$ cat src/rtl/neuron_mac_pipe.sv
// Two-stage multiply-accumulate neuron: registered product, then full-precision
// accumulate with bias add, rescale and saturation on the last element.
module neuron_mac_pipe #(
  parameter int DATA_WIDTH = 16,
  parameter int FRAC_BITS  = 8,
  parameter int NUM_INPUTS = 4,
  parameter int ACC_WIDTH  = 40
) (
  input  logic                         clk,
  input  logic                         rst,
  input  logic                         valid_in,
  input  logic signed [DATA_WIDTH-1:0] x_in,
  input  logic signed [DATA_WIDTH-1:0] w_in,
  input  logic signed [DATA_WIDTH-1:0] bias_in,
  output logic signed [DATA_WIDTH-1:0] out,
  output logic                         valid_out,
  output logic                         ovf_out
);

  localparam int CW = (NUM_INPUTS > 1) ? $clog2(NUM_INPUTS) : 1;
  localparam int PW = 2 * DATA_WIDTH;

  localparam logic signed [ACC_WIDTH-1:0] SAT_MAX =
    {{(ACC_WIDTH-DATA_WIDTH+1){1'b0}}, {(DATA_WIDTH-1){1'b1}}};
  localparam logic signed [ACC_WIDTH-1:0] SAT_MIN =
    {{(ACC_WIDTH-DATA_WIDTH+1){1'b1}}, {(DATA_WIDTH-1){1'b0}}};

  if (ACC_WIDTH < 2*DATA_WIDTH + $clog2(NUM_INPUTS) + 1) begin : g_acc_width_check
    $error("neuron_mac_pipe: ACC_WIDTH too small for NUM_INPUTS full-precision products");
  end

  logic [CW-1:0]                count_q, count_d;
  logic signed [DATA_WIDTH-1:0] bias_q, bias_d;
  logic signed [PW-1:0]         prod_q, prod_d;
  logic                         p_valid_q, p_valid_d;
  logic                         p_last_q, p_last_d;
  logic signed [ACC_WIDTH-1:0]  acc_q, acc_d;
  logic signed [DATA_WIDTH-1:0] out_q, out_d;
  logic                         valid_out_q, valid_out_d;
  logic                         ovf_q, ovf_d;

  logic                         is_last;
  logic signed [ACC_WIDTH-1:0]  acc_next, bias_ext, sum, res;

  assign is_last = (count_q == CW'(NUM_INPUTS - 1));

  always_comb begin
    count_d   = count_q;
    bias_d    = bias_q;
    prod_d    = prod_q;
    p_valid_d = 1'b0;
    p_last_d  = p_last_q;
    if (valid_in) begin
      prod_d    = x_in * w_in;
      p_valid_d = 1'b1;
      p_last_d  = is_last;
      if (count_q == '0) bias_d = bias_in;
      count_d   = is_last ? '0 : count_q + 1'b1;
    end
  end

  always_comb begin
    acc_next    = acc_q + {{(ACC_WIDTH-PW){prod_q[PW-1]}}, prod_q};
    bias_ext    = {{(ACC_WIDTH-DATA_WIDTH){bias_q[DATA_WIDTH-1]}}, bias_q} <<< FRAC_BITS;
    sum         = acc_next + bias_ext;
    res         = sum >>> FRAC_BITS;
    acc_d       = acc_q;
    out_d       = out_q;
    valid_out_d = 1'b0;
    ovf_d       = 1'b0;
    if (p_valid_q) begin
      if (!p_last_q) begin
        acc_d = acc_next;
      end else begin
        // Clearing acc on the emitting edge lets the next vector start without a bubble.
        acc_d       = '0;
        valid_out_d = 1'b1;
        if (res > SAT_MAX) begin
          out_d = SAT_MAX[DATA_WIDTH-1:0];
          ovf_d = 1'b1;
        end else if (res < SAT_MIN) begin
          out_d = SAT_MIN[DATA_WIDTH-1:0];
          ovf_d = 1'b1;
        end else begin
          out_d = res[DATA_WIDTH-1:0];
        end
      end
    end
  end

  always_ff @(posedge clk) begin
    if (rst) begin
      count_q     <= '0;
      bias_q      <= '0;
      prod_q      <= '0;
      p_valid_q   <= 1'b0;
      p_last_q    <= 1'b0;
      acc_q       <= '0;
      out_q       <= '0;
      valid_out_q <= 1'b0;
      ovf_q       <= 1'b0;
    end else begin
      count_q     <= count_d;
      bias_q      <= bias_d;
      prod_q      <= prod_d;
      p_valid_q   <= p_valid_d;
      p_last_q    <= p_last_d;
      acc_q       <= acc_d;
      out_q       <= out_d;
      valid_out_q <= valid_out_d;
      ovf_q       <= ovf_d;
    end
  end

  assign out       = out_q;
  assign valid_out = valid_out_q;
  assign ovf_out   = ovf_q;

endmodule

$ cat config.mk
export PLATFORM = sky130hd
export DESIGN_NAME = neuron_mac_pipe
export DESIGN_NICKNAME = d
export VERILOG_FILES = /design/src/rtl/neuron_mac_pipe.sv
export SDC_FILE = /design/constraint.sdc
export NUM_CORES = 1
export LEC_CHECK = 0
export CAP_MARGIN = 20
export CORE_MARGIN = 2
export CORE_UTILIZATION = 64
export DETAILED_ROUTE_END_ITERATION = 12
export HOLD_SLACK_MARGIN = 0.12
export PLACE_DENSITY_LB_ADDON = 0.08
export SLEW_MARGIN = 20
export SYNTH_ARGS = -nofsm -noshare
export SYNTH_HDL_FRONTEND = slang
export SYNTH_SLANG_ARGS = --single-unit
$ cat constraint.sdc
create_clock -name clk -period 11.3 [get_ports clk]
set_clock_uncertainty 0.2 [all_clocks]
set_input_delay 2.825 -clock clk [delete_from_list [all_inputs] [get_ports clk]]
set_output_delay 2.825 -clock clk [all_outputs]
set_load 0.03 [all_outputs]
==> results.cfg <==
[timing]
relSlewSlack_pct = 25.2
finalMaxSlewViolations = 0
final-hold-violation-count = 0
fin_setup_tns_ps = 0
finalSetupViolCount = 0
rsz0062_at_grt = false
min_period_ps = 9990
fmax_mhz = 100
finalCritPeriodShare_pct = 88.4
worstMarginPinSlew_ps = 1120

[synth]
synthFlopType = dfxtp_1
ys_warn_count = 0
async_flop_share_pct = 0
syn_inst = 2005
synth_compound_area_share_pct = 14.1
synthAdderAreaFrac_pct = 41.5
synthDistinctLibCells = 76
syn_area_mm2 = 0.0174
ys_ff_latch = 110
yosysSeqAreaShare_pct = 12.7
synth-xor-area-share_pct = 4.83
syn-mean-instance-area_um2 = 8.68
syn_nets = 2474
synth_top_family_by_area = adder cells
yosys.area_share.simple_pct = 16.5
synth_edf_count = 0
yosys-mux-area-fraction_pct = 1.75

[clocking]
cts_root_buf = clkbuf_16
cts_tree = yes
h-tree-depth = 3
cts_resized = 0
cts_max_path_buffers = 2
cts_hold_buffers = 0
worst_skew_pair.late_latency_ps = 360
postCtsSetupBuffers = 0
clk_pin_slew_worst_paths_ps = 80
cts_num_sinks = 110
cts_buffers = 9

[die]
core.rowCount = 60
coreArea_mm2 = 0.0268
initial_utilization_pct = 64.9
die_w_um = 169
die_h_um = 169
io-pin-count = 69
die_area_mm2 = 0.0285

[detailed_routing]
drt_iter0_markers = 732
wl_per_cell_um = 16.2
drtAntennaViolNets = 0
dr.pass1.iters = 5
dr_total_vias = 13600
vias_per_cell = 5.75
route.detailed.drc = 0
routed_wirelength_um = 38300

[grt]
grt_max_degree = 100
grt_pass1_wl_um = 64500
grtUsageTotal_pct = 27.7
grt_pass1_vias = 13700
antenna_found_initial = 0
overflow = 0

[setup_path]
critPathCaptureType = flop
cp.arrival_ps = 10030
startpoint_type = primary input
required_ps = 11340
crit_path_max_fanout = 16
critPathKind = primary input to flop

[layout]
area_growth_syn_to_layout_pct = 6.65
fin_nets = 2488
antenna_cells = 0
drive_above_1_share_pct = 2.62

[worst_hold_path]
min_path_type = flop to flop

[placed_design]
io_buffers = 68
dp_hpwl_um = 30500
gp_congestion = 0.888

[flow_run]
max_cap_viol_count = 0

[run_status]
status = finished clean
## layout by cell type, fill, tap and decap left out, drive strengths merged, types with 33 or more instances in the layout
master	count
inv	333
xnor2	71
and2	118
nor2	141
fa	264
o21ai	35
nand2	221
clkdlybuf4s50	66
a22oi	33
ha	154
dfxtp	110
a21o	57
a21oi	102
## worst max-delay path: stages
cell and delay [ps]:
clkdlybuf4s50_1 910, nand2_1 190, fa_1 570, inv_1 60, fa_1 540, inv_1 60
fa_1 490, fa_1 540, inv_1 50, fa_1 470, inv_1 40, fa_1 470
inv_1 40, ha_1 330, a21o_1 180, a21oi_1 140, o21bai_1 80, a41oi_1 260
o21ai_0 300, a31o_2 360, a31oi_1 270, o21ai_0 150, and3_1 180, or4_1 500
## synthesized netlist by cell type, types with 4 or more instances
cell / number / share of area, %
a31oi_1: 15 / 0.54
nor3_1: 16 / 0.46
nand2b_1: 24 / 0.86
a22oi_1: 33 / 1.4
a211oi_1: 10 / 0.43
or3_1: 6 / 0.22
and3_1: 11 / 0.40
fa_1: 264 / 30
o21a_1: 14 / 0.60
clkbuf_1: 59 / 1.3
o21bai_1: 14 / 0.60
inv_1: 330 / 7.1
o31ai_1: 6 / 0.26
or4_1: 4 / 0.17
nor3b_1: 5 / 0.22
o211ai_1: 10 / 0.43
mux2i_1: 29 / 1.7
and2_1: 118 / 4.2
ha_1: 154 / 11
dfxtp_1: 110 / 13
a21oi_1: 100 / 2.9
nor2b_1: 10 / 0.36
nor2_1: 140 / 3.0
a211oi_2: 11 / 0.79
a21o_1: 57 / 2.5
nand4_1: 8 / 0.29
o21ai_0: 32 / 0.92
buf_1: 4 / 0.086
nand3_1: 19 / 0.55
nand2_1: 221 / 4.8
a32o_1: 4 / 0.23
xnor2_1: 70 / 3.5
nor4_1: 5 / 0.18
xor2_1: 24 / 1.2
## final timing paths
kind / to / slack (ps) / cells past startpoint / startpoint
hold / removal: out[1]$_SDFFE_PP0P_ / 260 / 2 / out[1]$_SDFFE_PP0P_
setup reg to reg: out[11]$_SDFFE_PP0P_ / 4250 / 22 / prod_q[4]$_SDFFE_PP0P_
setup / recovery: prod_q[30]$_SDFFE_PP0P_ / 1310 / 24 / x_in[10]
hold reg to reg: out[1]$_SDFFE_PP0P_ / 260 / 2 / out[1]$_SDFFE_PP0P_
## per-stage QoR
stage	hold WS, ps	area (um2)	std cells	setup slack [ps]	utilization (%)
2_1_floorplan	241	17400	2005	2210	-
3_3_place_gp	246	18300	2349	1170	68.1
3_5_place_dp	249	18300	2349	984	68.1
4_1_cts	261	18600	2365	1340	69.2
5_1_grt	284	18600	2365	990	69.2
6_report	263	18600	2365	1310	69.2
## cells by family after synthesis
| kind of cell | Yosys count |
|---|---|
| xor gates and xnor gates | 95 |
| adders and majority gates | 418 |
| DFF | 110 |
| buffers and inverters | 399 |
| and+or+nand+nor | 602 |
| muxes | 30 |
| AOI/OAI and AO/OA | 351 |
## sequential cells by signal (all words and copies together) (netlist names)
signal / cells
acc_q: 40
prod_q: 32
bias_q: 16
out: 16
count_q: 2
ovf_out: 1
p_last_q: 1
p_valid_q: 1
valid_out: 1
## layout make-up
| type | count | area, um2 |
|---|---|---|
| tap | 341 | 427 |
| timing repair buffer | 72 | 703 |
| clock buffer | 9 | 225 |
| clock inverter | 7 | 75.1 |
| fill | 2217 | 8250 |
| inverter | 330 | 1240 |
| multi-input combinational | 1496 | 13700 |
| sequential | 110 | 2200 |
## routing by layer
| layer | up-vias | part of all wire [%] | GRT usage [%] | routed length [um] |
|---|---|---|---|---|
| met3 | 64 | 3.4 | 2.60 | 1320 |
| met2 | 275 | 50 | 47.7 | 19100 |
| met1 | 6748 | 44 | 37.5 | 16900 |
| met5 | - | 0 | 0 | 0 |
| met4 | 0 | 2.5 | 7.91 | 973 |
| li1 | 6517 | - | - | - |
Power is left out: the tool's default activity adds up to more than one toggle a clock period on the data nets, which glitch-free logic cannot reach.
